## src/rtl/serial_subtractor.sv

```systemverilog
// ---------------------------------------------------------------------------
// serial_subtractor
//
// Bit-serial two's-complement subtractor: diff = a - b (mod 2^WIDTH).
// One bit is processed per clock, LSB first, through a single
// full-subtractor cell with a registered borrow. The complete per-bit
// borrow chain is exposed alongside the final borrow.
//
// Optional feature: define SERIAL_SUBTRACTOR_OVF_EN to add the registered
// signed-overflow output `ovf`.
//
// Ports:
//   clk        in   rising-edge clock
//   rst        in   synchronous reset, active-high
//   in_valid   in   operands a/b presented
//   in_ready   out  block can accept operands (IDLE only)
//   a          in   [WIDTH] minuend
//   b          in   [WIDTH] subtrahend
//   out_valid  out  result registers hold a completed result (DONE only)
//   out_ready  in   downstream consumes result
//   diff       out  [WIDTH] a - b modulo 2^WIDTH
//   borrow     out  [WIDTH] borrow[i] = borrow out of bit i
//   borrow_out out  borrow[WIDTH-1]; set when a < b (unsigned)
//   ovf        out  signed overflow (only with SERIAL_SUBTRACTOR_OVF_EN)
// ---------------------------------------------------------------------------
module serial_subtractor #(
  parameter  int WIDTH = 4,
  localparam int CNT_W = $clog2(WIDTH) + 1
) (
  input  logic             clk,
  input  logic             rst,
  input  logic             in_valid,
  output logic             in_ready,
  input  logic [WIDTH-1:0] a,
  input  logic [WIDTH-1:0] b,
  output logic             out_valid,
  input  logic             out_ready,
  output logic [WIDTH-1:0] diff,
  output logic [WIDTH-1:0] borrow,
`ifdef SERIAL_SUBTRACTOR_OVF_EN
  output logic             ovf,
`endif
  output logic             borrow_out
);

  typedef enum logic [1:0] {
    S_IDLE  = 2'd0,
    S_SHIFT = 2'd1,
    S_DONE  = 2'd2
  } state_t;

  localparam logic [CNT_W-1:0] LAST_BIT = CNT_W'(WIDTH - 1);

  state_t           state_q, state_d;
  logic [WIDTH-1:0] a_sh_q, a_sh_d;
  logic [WIDTH-1:0] b_sh_q, b_sh_d;
  logic             bin_q, bin_d;
  logic [CNT_W-1:0] cnt_q, cnt_d;
  logic [WIDTH-1:0] diff_q, diff_d;
  logic [WIDTH-1:0] borrow_q, borrow_d;

  // Full-subtractor cell working on the current LSB of the shift registers.
  logic bit_a, bit_b, d_bit, bout;
  logic shifting, last_shift;

  assign bit_a      = a_sh_q[0];
  assign bit_b      = b_sh_q[0];
  assign d_bit      = bit_a ^ bit_b ^ bin_q;
  assign bout       = (~bit_a & bit_b) | (~(bit_a ^ bit_b) & bin_q);
  assign shifting   = (state_q == S_SHIFT);
  assign last_shift = shifting && (cnt_q == LAST_BIT);

  // Next state and datapath.
  always_comb begin
    state_d = state_q;
    a_sh_d  = a_sh_q;
    b_sh_d  = b_sh_q;
    bin_d   = bin_q;
    cnt_d   = cnt_q;
    diff_d  = diff_q;

    case (state_q)
      S_IDLE: begin
        if (in_valid) begin
          a_sh_d  = a;
          b_sh_d  = b;
          bin_d   = 1'b0;
          cnt_d   = '0;
          state_d = S_SHIFT;
        end
      end
      S_SHIFT: begin
        a_sh_d = a_sh_q >> 1;
        b_sh_d = b_sh_q >> 1;
        bin_d  = bout;
        // Result bits enter at the MSB so that after WIDTH shifts bit 0
        // has travelled down to diff[0].
        diff_d = {d_bit, diff_q[WIDTH-1:1]};
        cnt_d  = cnt_q + CNT_W'(1);
        if (last_shift) begin
          state_d = S_DONE;
        end
      end
      S_DONE: begin
        if (out_ready) begin
          state_d = S_IDLE;
        end
      end
      default: begin
        state_d = S_IDLE;
      end
    endcase
  end

  // Per-bit borrow capture: bit gi is written only on the shift edge whose
  // counter equals gi, so earlier results stay visible until overwritten.
  for (genvar gi = 0; gi < WIDTH; gi++) begin : g_borrow
    assign borrow_d[gi] = (shifting && (cnt_q == CNT_W'(gi))) ? bout : borrow_q[gi];
  end

  always_ff @(posedge clk) begin
    if (rst) begin
      state_q  <= S_IDLE;
      a_sh_q   <= '0;
      b_sh_q   <= '0;
      bin_q    <= 1'b0;
      cnt_q    <= '0;
      diff_q   <= '0;
      borrow_q <= '0;
    end else begin
      state_q  <= state_d;
      a_sh_q   <= a_sh_d;
      b_sh_q   <= b_sh_d;
      bin_q    <= bin_d;
      cnt_q    <= cnt_d;
      diff_q   <= diff_d;
      borrow_q <= borrow_d;
    end
  end

`ifdef SERIAL_SUBTRACTOR_OVF_EN
  // Signed overflow is the XOR of the borrows out of the top two bits. On
  // the last shift edge borrow_q[WIDTH-2] is already final and bout is the
  // top borrow, so the flag is settled together with the rest of the result.
  logic ovf_q, ovf_d;

  assign ovf_d = last_shift ? (bout ^ borrow_q[WIDTH-2]) : ovf_q;

  always_ff @(posedge clk) begin
    if (rst) begin
      ovf_q <= 1'b0;
    end else begin
      ovf_q <= ovf_d;
    end
  end

  assign ovf = ovf_q;
`endif

  // Outputs are decoded straight from registers only.
  assign in_ready   = (state_q == S_IDLE);
  assign out_valid  = (state_q == S_DONE);
  assign diff       = diff_q;
  assign borrow     = borrow_q;
  assign borrow_out = borrow_q[WIDTH-1];

endmodule

```

## config.mk

```make
export PLATFORM = sky130hd
export DESIGN_NAME = serial_subtractor
export DESIGN_NICKNAME = d
export VERILOG_FILES = /design/src/rtl/serial_subtractor.sv
export SDC_FILE = /design/constraint.sdc
export NUM_CORES = 1
export LEC_CHECK = 0
export ABC_CLOCK_PERIOD_IN_PS = 1150
export BUFFER_PORTS_ARGS = -buffer_cell sky130_fd_sc_hd__clkbuf_2
export CAP_MARGIN = 10
export CORE_MARGIN = 3
export CORE_UTILIZATION = 46
export DETAILED_ROUTE_END_ITERATION = 7
export GPL_ROUTABILITY_DRIVEN = 0
export HOLD_SLACK_MARGIN = 0.1
export PLACE_DENSITY = 0.74
export SKIP_LAST_GASP = 1
export SLEW_MARGIN = 20
export SYNTH_ARGS = -nofsm -noshare
export SYNTH_HDL_FRONTEND = slang
export SYNTH_SLANG_ARGS = --single-unit
```

## constraint.sdc

```tcl
create_clock -name clk -period 1.15 [get_ports clk]
set_input_delay 0.1725 -clock clk [delete_from_list [all_inputs] [get_ports clk]]
set_output_delay 0.1725 -clock clk [all_outputs]
set_load 0.05 [all_outputs]
```

* After elaboration in Yosys (flattened, before gate mapping)
Index checks and enable logic that the tools add are counted.
Word-level totals: input port bits 12, word-level logic and storage cells 47, output and inout bits 11, register bits after elaboration 22
Operators by class: mux-type cells 12, reductions and logical operators 9, bitwise gates (word level) 7, equal/unequal tests 8, add/subtract/negate cells 1
Operators with widths (count):
- one-hot mux 4 bit (2 select lines) | 2
- two-way mux 4 bit | 2
- == test 3 x 2 -> 1 bit (second input constant) | 2
- two-way mux 2 bit | 3
- one-hot mux 2 bit (3 select lines) | 1
- one-hot mux 3 bit (2 select lines) | 1
- logical AND 1 bit | 4
- inequality test 2 x 1 -> 1 bit (second input constant) | 2
- adder 3 x 1 -> 3 bit (second input constant) | 1
- == test 3 x 1 -> 1 bit (second input constant) | 1
- logical NOT 3 bit | 1
- two-way mux 3 bit | 1
- AND reduction 3 bit | 1
- bitwise AND 1 bit | 2
- == test 2 x 1 -> 1 bit (second input constant) | 1
- == test 2 bit (second input constant) | 1
- logical NOT 2 bit | 1
- inequality test 2 bit (second input constant) | 1
- inverter 1 bit | 2
- one-hot mux 1 bit (2 select lines) | 1
- AND reduction 2 bit | 1
- nonzero test 2 bit | 1
- bitwise XOR 1 bit | 2
- two-way mux 1 bit | 1
- OR 1 bit | 1

* Longest topological paths before layout
word-level depth 5, mapped depth 5, depth with buffers taken out 5

* Worst setup path before layout
OpenSTA, ideal clock, no wires.
path type register to register, start point register state_q[1], end point register state_q[1], data arrival time 1.479 ns, setup slack -0.397 ns, stages on the path, launching flop included 5, period minus slack after synthesis 1.547 ns, setup time 0.067 ns, data required time 1.083 ns, buffers on the path 1, path through dfxtp_1 buf_6 nor2b_1 a22oi_1 nor2_1
Between the ends: elaborated cells on any way between the ends 9, classes of those cells eq/ne (5); mux (1); reduce/logical (3)
RTL lines:
- start: declaration | RTL line 54 | state_t state_q, state_d;
- start signal: assignment | RTL line 131 | state_q <= state_d;
- == test 2 bit *
- named net out_valid | RTL line 36 | output logic out_valid,
- inequality test 2 x 1 -> 1 bit (no source line)
- AND reduction 3 bit (no source line)
The timed path passes the listed nets; every way through them passes the cells marked *. A chain may end at the register's enable or synchronous reset.

* Final worst setup path
start point register state_q[1], end point register a_sh_q[1]
Between the ends: longest elaborated chain between the ends 3, elaborated cells on any way between the ends 6, classes of those cells eq/ne (2); mux (1); reduce/logical (3)
Ends and longest elaborated chain:
- == test 2 x 1 -> 1 bit or logical NOT 2 bit (tied branches) | RTL line 82 | case (state_q)
- nonzero test 2 bit (no source line) or inequality test 2 bit (tied branches)
- AND reduction 2 bit (no source line)
- end signal: assignment | RTL line 132 | a_sh_q <= a_sh_d;
- end: declaration | RTL line 55 | logic [WIDTH-1:0] a_sh_q, a_sh_d;
Parallel ways exist; a longest one is shown, timed or not.

==> impl_metrics.ini <==
[run_status]
outcome = finished with violations
violations = negative setup slack

[global_route]
antenna_found_initial = 0
grt_pass1_vias = 895
grt_pass1_wl_um = 3974
grt_usage_pct = 19.80
grt_overflow = 0
grt_max_degree = 23

[clock_network]
clock_sinks = 22
clockBufferDepth = 2
cts_tree = built
cts-root-buf = clkbuf_4
cts_made_buffers = 3
cts.htree.levels = 1
clk_latency_ns = 0.31
cts.clk_slew.worst_paths_ns = 0.12

[critical_path]
cpMaxStageDelayCell = or3b_4
worstReg2RegEnd = a_sh_q[1]
worst_ep_required_time_ns = 1.34
critPathCaptureType = flop
regToRegSetupSlack_ns = -0.13
path_cells = buf_12, or3b_4, nor2_1, nor4_1
cp_max_fo = 8
criticalPathCategory = flop to flop
slowest_delay_ns = 0.45
critPathLaunchType = flop
arrival_ns = 1.47
r2r_cells = 4
timing.rr.start = state_q[1]

[detailed_routing]
avgViaCountPerCell = 5.349
ant_nets = 0
via_count = 920
wl_per_cell_um = 15.23
route.detailed.drc = 0
first_iter_violations = 25
dr.pass1.iters = 4
drt-total-wl_um = 2619

[logic_synthesis]
synth-seq-cells = 22
synth_area_sq_um = 998.5
ys_async_sr_fraction_pct = 0
yosysUniqueCellTypes = 26
synthesis.instances = 111
yosysWarnings = 0
synth_nets = 129
syn_area_per_cell_sq_um = 8.995
yosysSeqAreaShare_pct = 44.11
synth-main-ff-cell = dfxtp_1
synth_enable_flop_cells = 0

[power_and_ir_drop]
ir_drop_v = 0.0006859
p_per_area_nw_per_um2 = 1143
p_leak_nw = 0.5898

[sta]
worstMarginPinSlew_ns = 0.4958
fin_setup_tns_ns = -1.199
worst_slack_ns = -0.1317
rsz0062_at_grt = yes
finalSetupViolations = 17
slew_headroom_pct = 66.95
fin_crit_sh_pct = 111.5
finClkSkew_ns = 0.002460
maxSlewViolCount = 0
finalHoldViolations = 0
period_needed_ns = 1.282
fmax_mhz = 780.2
hold_ws_ns = 0.1071

[worst_hold_path]
min_from = b[3]
holdPathStages = 3
min_to = b_sh_q[3]
holdCritPathClass = input port to flop

[floorplanning]
initial_utilization_pct = 49.88
die_area_sq_um = 2766
die_y_um = 52.59
fp.dieW_um = 52.59
rows = 16
coreArea_sq_um = 2002
ioPinCount = 23

[finish]
design_area_sq_um = 1423
drive_gt1_share_pct = 48.97
seq_area_sq_um = 452.9
multiInputGateArea_sq_um = 573.1
nFillCells = 155
diodes = 0
nets = 164
syn2layout_area_growth_pct = 42.48

[run]
max_cap_viol_count = 0

[placement]
numPortBuffers = 22
hpwl_um = 1597
placed_cell_area_sq_um = 1159
## cells in the final DEF, fill, tap and decap left out, types with 2 or more instances in the layout
| cell | instances |
|---|---|
| nor2b_4 | 2 |
| ha_1 | 4 |
| nor2_2 | 4 |
| dfxtp_1 | 16 |
| a2bb2oi_2 | 2 |
| clkbuf_4 | 8 |
| buf_4 | 13 |
| a21oi_1 | 5 |
| nand2_1 | 8 |
| mux2i_1 | 2 |
| a22oi_1 | 3 |
| a311oi_2 | 3 |
| dfxtp_2 | 4 |
| clkbuf_2 | 12 |
| a21oi_2 | 3 |
| inv_1 | 6 |
| nor2_1 | 20 |
| buf_8 | 2 |
| nor4_1 | 5 |
| dfxtp_4 | 2 |
| buf_6 | 4 |
## worst max path at each step
| stage | start | end | slack, ns | cells past startpoint |
|---|---|---|---|---|
| floorplan | state_q[1] | state_q[1] | -0.09 | 4 |
| CTS | state_q[0] | out_valid | -0.1 | 3 |
| finish | state_q[1] | a_sh_q[1] | -0.13 | 4 |
| detailed placement | state_q[0] | borrow[2] | -0.09 | 3 |
| global placement | state_q[0] | b_sh_q[0] | -0.04 | 3 |
| global route | state_q[1] | a_sh_q[1] | -0.21 | 5 |
## timing repair
| action | CTS | global route |
|---|---|---|
| pin swaps | 6 | 3 |
| setup endpoints to repair | 19 | 31 |
| resized for setup | 30 | 26 |
| hold buffers | 0 | 1 |
| setup buffers | 6 | 0 |
| hold endpoints to repair | 0 | 1 |
## final cells by class
class	instances	area share, %
Tap cell	27	2.375
Sequential cell	22	31.84
Inverter	7	1.847
Multi-Input combinational cell	74	40.28
Timing Repair Buffer	38	21.11
Clock buffer	4	2.551
## cell usage after synthesis (3+ instances only)
cell	count	area, sq um
buf_4	3	22.52
a22oi_1	4	30.03
nor4_1	5	31.28
ha_1	5	62.56
dfxtp_1	22	440.4
a311oi_1	4	35.03
nand2_1	8	30.03
nor2_1	24	90.09
a21oi_1	8	40.04
inv_1	7	26.28
## worst max-delay path, delay by kind of cell, from the launching register on
| family | cells | cell delay [ns] |
|---|---|---|
| flip-flops | 1 | 0.38 |
| AND/OR/NAND/NOR | 3 | 0.64 |
| buffers and inverters | 1 | 0.14 |
## cells by family after synthesis
family	Yosys count	share of synthesized area, %
AO/OA/AOI/OAI	21	15.54
adder cells (fa/ha/maj)	6	8.271
buffers and inverters	15	8.396
flip-flops	22	44.11
multiplexers	2	2.005
AND/OR/NAND/NOR	45	21.68
## power breakdown
group / total [mW] / leakage (nW) / switching [mW] / internal [mW]
clock: 0.432 / 0.0210 / 0.238 / 0.193
sequential: 0.828 / 0.183 / 0.0273 / 0.801
combinational: 0.365 / 0.386 / 0.201 / 0.165
## state kept, by name (all words and copies together) (netlist names)
register	cells
bin_q	1
b_sh_q	4
cnt_q	3
borrow	4
diff	4
state_q	2
a_sh_q	4
## routing by layer
metal / GRT usage, % / part of all wire, % / wire, um
met1: 22.81 / 40 / 1052
met2: 35.74 / 55 / 1438
met3: 3.419 / 4.0 / 105
met4: 7.660 / 0.88 / 23
met5: 0 / 0 / 0
## metrics by stage
step	total power, mW	setup WS [ns]	utilization (%)	std cells
floorplan	1.035	-0.09231	-	111
global placement	1.107	-0.04051	57.88	161
detailed placement	1.119	-0.09469	57.88	161
CTS	1.592	-0.09905	68.13	171
global route	1.701	-0.2146	71.06	172
finish	1.625	-0.1317	71.06	172
(Power assumes the default switching activity.)
